--- src/rtl/rng_share_if.sv ---
// rng_share_if: seed/reseed, request/grant and status signals of the random-nibble sharer
interface rng_share_if #(
  parameter int NREQ = 4
);
  logic [3:0]      seed;
  logic            reseed;
  logic [NREQ-1:0] req;
  logic [NREQ-1:0] gnt;
  logic            rnd_valid;
  logic [3:0]      rnd_data;
  logic            busy;
  logic            seed_fixed;
  logic [7:0]      grant_count;
  modport master (
    output seed, reseed, req,
    input  gnt, rnd_valid, rnd_data, busy, seed_fixed, grant_count
  );
  modport slave (
    input  seed, reseed, req,
    output gnt, rnd_valid, rnd_data, busy, seed_fixed, grant_count
  );
endinterface

--- src/rtl/rng_share_ctrl.sv ---
// rng_share_ctrl: NLFSR owner sharing random nibbles round-robin; RNG_SHARE_STATS_EN enables grant_count
module rng_share_ctrl #(
  parameter int NREQ            = 4,
  parameter int WARMUP_CYCLES   = 3,
  parameter int STEPS_PER_GRANT = 1
) (
  input logic        clk,
  input logic        reset,
  rng_share_if.slave bus
);
  localparam int PW = $clog2(NREQ);
  typedef enum logic [1:0] {LOAD, WARMUP, SERVE, STIR} state_t;
  state_t          state, state_nx;
  logic [3:0]      lfsr, lfsr_step, cnt;
  logic [PW-1:0]   rr_ptr, win, idx;
  logic            hit, grant, seed_fixed;
  logic [NREQ-1:0] gnt;
  assign lfsr_step = {lfsr[2:0], lfsr[3] ^ (lfsr[2] & lfsr[1])};
  // search for the first request after the last winner, wrapping modulo NREQ
  always_comb begin
    hit = 1'b0;
    win = rr_ptr;
    idx = rr_ptr;
    for (int i = 1; i <= NREQ; i++) begin
      idx = PW'((int'(rr_ptr) + i) % NREQ);
      if (!hit && bus.req[idx]) begin
        hit = 1'b1;
        win = idx;
      end
    end
  end
  assign grant = state == SERVE && !bus.reseed && hit;
  assign gnt   = grant ? NREQ'(1) << win : '0;
  // sequencing: reseed overrides everything, multi-step phases end when the counter reaches its last step
  always_comb
    state_nx = bus.reseed ? LOAD :
               state == LOAD  ? (WARMUP_CYCLES == 0 ? SERVE : WARMUP) :
               state == SERVE ? (grant && STEPS_PER_GRANT > 1 ? STIR : SERVE) :
               cnt == 4'd1    ? SERVE : state;
  // state, NLFSR, step counter and arbitration pointer; a reseed cycle consumes nothing
  always_ff @(posedge clk or posedge reset)
    if (reset) begin
      state      <= LOAD;
      lfsr       <= 4'b0001;
      cnt        <= 4'd0;
      rr_ptr     <= PW'(NREQ - 1);
      seed_fixed <= 1'b0;
    end else begin
      state <= state_nx;
      if (!bus.reseed)
        case (state)
          LOAD: begin
            lfsr       <= bus.seed == 4'd0 ? 4'b0001 : bus.seed;
            seed_fixed <= bus.seed == 4'd0;
            cnt        <= 4'(WARMUP_CYCLES);
          end
          WARMUP, STIR: begin
            lfsr <= lfsr_step;
            cnt  <= cnt - 4'd1;
          end
          SERVE: if (grant) begin
            lfsr   <= lfsr_step;
            rr_ptr <= win;
            cnt    <= 4'(STEPS_PER_GRANT - 1);
          end
        endcase
    end
`ifdef RNG_SHARE_STATS_EN
  logic [7:0] grant_count;
  // saturating grant statistics, cleared while loading a seed
  always_ff @(posedge clk or posedge reset)
    if (reset) grant_count <= 8'h00;
    else if (state == LOAD) grant_count <= 8'h00;
    else if (grant && grant_count != 8'hff) grant_count <= grant_count + 8'h01;
  assign bus.grant_count = grant_count;
`else
  assign bus.grant_count = 8'h00;
`endif
  assign bus.gnt        = gnt;
  assign bus.rnd_valid  = grant;
  assign bus.rnd_data   = grant ? lfsr : 4'h0;
  assign bus.busy       = state != SERVE;
  assign bus.seed_fixed = seed_fixed;
endmodule

--- src/flat_wrapper.sv ---
// flat-port wrapper written by rule: the top's interface ports become plain ports
module rng_share_ctrl_flat 
#(
  parameter int NREQ            = 4,
  parameter int WARMUP_CYCLES   = 3,
  parameter int STEPS_PER_GRANT = 1
)
  (clk, reset, bus_seed, bus_reseed, bus_req, bus_gnt, bus_rnd_valid, bus_rnd_data, bus_busy, bus_seed_fixed, bus_grant_count);
  rng_share_if #(.NREQ(NREQ)) bus_i ();
  input logic clk;
  input logic reset;
  input wire logic [$bits(bus_i.seed)-1:0] bus_seed;
  input wire logic [$bits(bus_i.reseed)-1:0] bus_reseed;
  input wire logic [$bits(bus_i.req)-1:0] bus_req;
  output wire logic [$bits(bus_i.gnt)-1:0] bus_gnt;
  output wire logic [$bits(bus_i.rnd_valid)-1:0] bus_rnd_valid;
  output wire logic [$bits(bus_i.rnd_data)-1:0] bus_rnd_data;
  output wire logic [$bits(bus_i.busy)-1:0] bus_busy;
  output wire logic [$bits(bus_i.seed_fixed)-1:0] bus_seed_fixed;
  output wire logic [$bits(bus_i.grant_count)-1:0] bus_grant_count;
  assign bus_i.seed = bus_seed;
  assign bus_i.reseed = bus_reseed;
  assign bus_i.req = bus_req;
  assign bus_gnt = bus_i.gnt;
  assign bus_rnd_valid = bus_i.rnd_valid;
  assign bus_rnd_data = bus_i.rnd_data;
  assign bus_busy = bus_i.busy;
  assign bus_seed_fixed = bus_i.seed_fixed;
  assign bus_grant_count = bus_i.grant_count;
  rng_share_ctrl #(.NREQ(NREQ), .WARMUP_CYCLES(WARMUP_CYCLES), .STEPS_PER_GRANT(STEPS_PER_GRANT)) u_core (.clk(clk), .reset(reset), .bus(bus_i));
endmodule
--- config.mk ---
export PLATFORM = sky130hd
export DESIGN_NAME = rng_share_ctrl_flat
export DESIGN_NICKNAME = d
export VERILOG_FILES = /design/src/rtl/rng_share_if.sv /design/src/rtl/rng_share_ctrl.sv /design/src/flat_wrapper.sv
export SDC_FILE = /design/constraint.sdc
export NUM_CORES = 1
export LEC_CHECK = 0
export CAP_MARGIN = 20
export CORE_ASPECT_RATIO = 1.1
export CORE_UTILIZATION = 42
export CTS_CLUSTER_DIAMETER = 150
export DETAILED_ROUTE_END_ITERATION = 10
export PLACE_DENSITY = 0.77
export SLEW_MARGIN = 20
export SYNTH_ARGS = -nofsm -noshare
export SYNTH_HDL_FRONTEND = slang
export SYNTH_SLANG_ARGS = --single-unit
--- constraint.sdc ---
create_clock -name clk -period 3.3 [get_ports clk]
set_clock_uncertainty 0.1 [all_clocks]
set_input_delay 0.66 -clock clk [delete_from_list [all_inputs] [get_ports clk]]
set_output_delay 0.66 -clock clk [all_outputs]
set_load 0.01 [all_outputs]
# Yosys cells after proc, flatten, opt, wreduce, memory -nomap -nowiden
# Cells that the tools add are included.
[classes]
add_sub_neg = 5
magnitude_cmp = 4
eq_ne = 6
shifts = 1
mux = 27
bitwise_logic = 3
reduce_logical = 16
[op_table]
columns = ["op", "n"]
rows = [
  ["$pmux 4 s3", 2],
  ["$mux 4", 5],
  ["$mux 2", 8],
  ["$lt 2x3->1 const B", 4],
  ["$bmux 1 s2", 4],
  ["$mux 1", 8],
  ["$logic_and 1x1->1", 5],
  ["$add 2x1->2 const B", 2],
  ["$add 2x2->2 const B", 2],
  ["$eq 2x2->1 const B", 2],
  ["$eq 4x1->1 const B", 1],
  ["$logic_not 1->1", 4],
  ["$logic_not 4->1", 1],
  ["$reduce_and 2->1", 2],
  ["$reduce_bool 4->1", 1],
  ["$shl 1x2->4 const A", 1],
  ["$sub 4x1->4 const B", 1],
  ["$reduce_and 3->1", 1],
  ["$eq 2x1->1 const B", 1],
  ["$logic_not 2->1", 1],
  ["$ne 2x1->1 const B", 1],
  ["$ne 2x2->1 const B", 1],
  ["$reduce_or 2->1", 1],
  ["$and 1x1->1", 1],
  ["2 further kinds", 2],
]
[totals]
ff_bits = 13
input_bits = 11
output_inout_bits = 19
elab_cells = 67

# Logic depth before layout (Yosys ltp)
[logic_depth]
ltp_word = 16
depth_mapped = 6
depth_no_buf = 5

# Worst setup path before layout
# OpenSTA, ideal clock, no wires.
[synth_path]
path_type = "input -> output"
startpoint = "input bus_req[3]"
endpoint = "output bus_gnt[0]"
arrival_time_ns = 1.594
required_time_ns = 2.540
path_slack_ns = 0.946
stages = 4
path_buffers = 0
path_cell_list = "nor2b_1 a21o_1 a221o_1 nor3_1"
[synth_between]
elab_chain_cells = 14
word_cells_on_any_way = 25
classes_between = "shift (1); mux (17); reduce/logical (7)"
[synth_rtl]
columns = ["element", "line_no", "rtl"]
rows = [
  ["start: declaration", "flat_wrapper.sv:14", "input wire logic [$bits(bus_i.req)-1:0] bus_req;"],
  ["$bmux 1 s2", "rng_share_ctrl.sv:26", "if (!hit && bus.req[idx]) begin"],
  ["$mux 1 (implied by the code)", "rng_share_ctrl.sv:26", ""],
  ["$mux 1", "rng_share_ctrl.sv:26", ""],
  ["$logic_not 1->1", "rng_share_ctrl.sv:26", ""],
  ["$logic_and 1x1->1", "rng_share_ctrl.sv:26", ""],
  ["$mux 1", "rng_share_ctrl.sv:26", ""],
  ["$logic_not 1->1", "rng_share_ctrl.sv:26", ""],
  ["$logic_and 1x1->1", "rng_share_ctrl.sv:26", ""],
  ["$mux 1", "rng_share_ctrl.sv:26", ""],
  ["$logic_not 1->1", "rng_share_ctrl.sv:26", ""],
  ["$logic_and 1x1->1", "rng_share_ctrl.sv:26", ""],
  ["$mux 2 or $mux 1 (tied branches)", "rng_share_ctrl.sv:26", ""],
  ["$shl 1x2->4 or $logic_and 1x1->1 (tied branches)", "rng_share_ctrl.sv:33, rng_share_ctrl.sv:32", ""],
  ["$mux 4 (*)", "rng_share_ctrl.sv:33", "assign gnt = grant ? NREQ'(1) << win : '0;"],
  ["end: declaration", "flat_wrapper.sv:15", "output wire logic [$bits(bus_i.gnt)-1:0] bus_gnt;"],
]
# Mark *: on every way between the ends. The rest lies on a longest branch, timed or not. The select of a mux whose other input is x is not followed.

# Worst setup path in the final report
[layout_path]
startpoint = "input bus_reseed"
endpoint = "output bus_rnd_data[0]"
[layout_between]
elab_chain_cells = 4
[layout_rtl]
columns = ["element", "line_no", "rtl"]
rows = [
  ["start: declaration", "flat_wrapper.sv:13", "input wire logic [$bits(bus_i.reseed)-1:0] bus_reseed;"],
  ["$logic_not 1->1", "rng_share_ctrl.sv:32", "assign grant = state == SERVE && !bus.reseed && hit;"],
  ["$logic_and 1x1->1 (2 in a row)", "rng_share_ctrl.sv:32", ""],
  ["$mux 4", "rng_share_ctrl.sv:81", "assign bus.rnd_data = grant ? lfsr : 4'h0;"],
  ["end: declaration", "flat_wrapper.sv:17", "output wire logic [$bits(bus_i.rnd_data)-1:0] bus_rnd_data;"],
]
# Every way passes these cells.

==> reports/results.ini <==
[run_status]
status=complete, no violations

[global_route]
grt_usage=0.190
gr-total-overflow=0
antenna_found_initial=0
grt_pass1_wl_mm=3.15
grt_max_degree=14
grt_pass1_vias=761

[clocking]
clock_path_buffers=2
cts_root_buffer=clkbuf_4
cts.clk_slew.worst_paths_ns=0.08
cts_inserted_buffers=3
cts_sinks=13
clkLatencyLatePin_ns=0.29
h-tree-depth=1
cts_tree=built
cts_hold_buffers=0
post_cts_buffers=0

[layout]
fin_util=0.578
drive_above_1_share=0.148
design_area_um2=1170
fillers=188
n_antenna_cell=0
area_delta_synth_final_pct=29.2
nNetsFinal=142

[floorplan]
dieArea_um2=2340
coreArea_um2=2020
num_rows=17
io_pins=30
die_x_um=46.3
start_util=0.448
die_h_um=50.7

[setup_path]
slowest_delay_ns=0.54
rr_worst_depth=5
worst-path-max-fanout=8
crit_family=buffers and inverters
worstSetupPathType=input port to output pin
cp.arrival_ns=2.29
worst_path_most_repeated_cell=clkdlybuf4s50_1
worstSetupStartpointType=input port
crit_chain=clkdlybuf4s50_1, or3_4, clkinv_4, and2_1, clkdlybuf4s50_1
reg2reg_slack_ns=1.62
rr_endpoint=u_core.rr_ptr[1]
r2r_start=u_core.state[0]
cp-startpoint=bus_reseed
cp.buffers_inverters=3
critical_path_required_ns=2.54
critPathSlowestCell=clkdlybuf4s50_1
end_kind=output pin

[logic_synthesis]
ys_warn_count=0
async_flop_share=1.00
yosysUniqueCellTypes=34
yosysTopAreaCell=dfrtp_1
seq_area_frac_synth=0.364
ys_seq_elements=13
synth_top_area_share=0.277
syn_area_um2=905
synth-edff-count=0
synth_ff_type=dfrtp_1
synth_area_leaders=dfrtp_1 28%, dfstp_2 8.7%, buf_4 7.5%
ys_top_cells_by_count=12 x nor2_1, 12 x o21ai_0, 10 x dfrtp_1
synthCells=105
synth.avg_cell_area_um2=8.62

[place]
post_dp_cell_area_um2=1110
io_buffer_count=21
dp_hpwl_mm=1.41
place.gp.congestion=0.791

[routing]
drt-pass1-iter-count=4
drtIter0Drc=13
route.detailed.drc=0
finalWirelength_mm=1.93
ant_nets=0
vias=809
post_drt_wl_per_cell_um=12.4
routed_via_density=5.19

[sta]
layout_worst_path_cycle_share=0.926
hold_slack_ns=0.425
fmax_mhz=327
period_minus_slack_ns=3.05
setup_viol=0
rsz0062_at_grt=false
hold_viol=0
drv_slew=0

[power]
powerDensity_nw_per_um2=592
cellLeakagePower_nw=0.555
vdd_ir_drop_max_mv=0.394

[flow_run]
maxCapViolations=0

[worst_hold_path]
holdPathEnd=u_core.bus.seed_fixed
min-delay-start=u_core.bus.seed_fixed
worstHoldPathType=register to register
min_path_cells=2

[sequential cells by signal (all words and copies together), names as in the netlist]
name,flops
u_core.cnt,4
u_core.lfsr,4
u_core.rr_ptr,2
u_core.state,2
u_core.bus.seed_fixed,1
[how the worst max path moves through the flow]
stage	cells after the start	slack [ns]	endpoint
global route	5	0.19	bus_gnt[2]
finish	5	0.25	bus_rnd_data[0]
global placement	6	0.005	bus_gnt[0]
CTS	6	0.01	bus_gnt[2]
floorplan	4	0.95	bus_gnt[0]
detailed placement	6	-0.05	bus_gnt[2]
[worst min-delay path: stages, from the launching register on]
cell and delay (ns):
dfrtp_1 0.35, o21ai_0 0.07, o21ai_0 0.07
[layout by cell type, fill, tap and decap left out, types with 2 or more instances in the layout]
| cell | count |
|---|---|
| ha_1 | 2 |
| nand2b_1 | 2 |
| nand2_1 | 3 |
| mux2_2 | 2 |
| dlymetal6s2s_1 | 5 |
| a21oi_1 | 7 |
| mux2i_1 | 3 |
| o21ai_0 | 11 |
| nor2_1 | 12 |
| dfstp_2 | 3 |
| clkbuf_4 | 3 |
| and3_1 | 2 |
| dfrtp_1 | 10 |
| nor3_1 | 6 |
| o31ai_1 | 2 |
| conb_1 | 8 |
| inv_1 | 7 |
| a21oi_2 | 2 |
| and2_1 | 4 |
| clkdlybuf4s50_1 | 15 |
[layout make-up]
cell class	instances	area (µm²)	share of cell area
clock buffer	4	26.3	0.0225
inverter	9	38.8	0.0332
multi-input combinational	80	510	0.437
sequential	13	329	0.282
tap	28	35.0	0.0300
timing repair buffer	22	229	0.196
[cell families after synthesis]
kind of cell / after synthesis / synth area share
AOI/OAI and AO/OA: 26 / 0.166
xor gates and xnor gates: 1 / 0.00968
adders and majority gates: 2 / 0.0277
buffers and inverters: 19 / 0.122
DFF: 13 / 0.364
muxes: 6 / 0.0747
other: 1 / 0.00415
and+or+nand+nor: 37 / 0.232
[per-stage QoR]
step	setup TNS, ns	setup slack (ns)	instances	power, mW
after floorplan	0	0.946	112	0.501
after global placement	0	0.00462	152	0.562
after detailed placement	-0.0764	-0.0479	152	0.574
after CTS	0	0.0111	156	0.687
after global routing	0	0.189	156	0.750
final	0	0.246	156	0.692
[where the power goes]
part | total (mW) | switching, mW | internal [mW] | leakage [nW]
registers | 0.303 | 0.0702 | 0.232 | 0.153
clock network | 0.106 | 0.0584 | 0.0472 | 0.0150
logic | 0.284 | 0.142 | 0.142 | 0.387
[layer usage]
metal | vias up | global-route usage | wire length (µm)
li1 | 398 | - | -
met1 | 379 | 0.224 | 798
met2 | 27 | 0.303 | 967
met3 | 5 | 0.0396 | 108
met4 | 0 | 0.118 | 52
met5 | - | 0 | 0
[timing repair]
item,4_1_cts,5_1_grt
gates resized for setup,2,8
endpoints found under the setup margin,2,7
pin swaps,0,0
(Power assumes the default switching activity.)
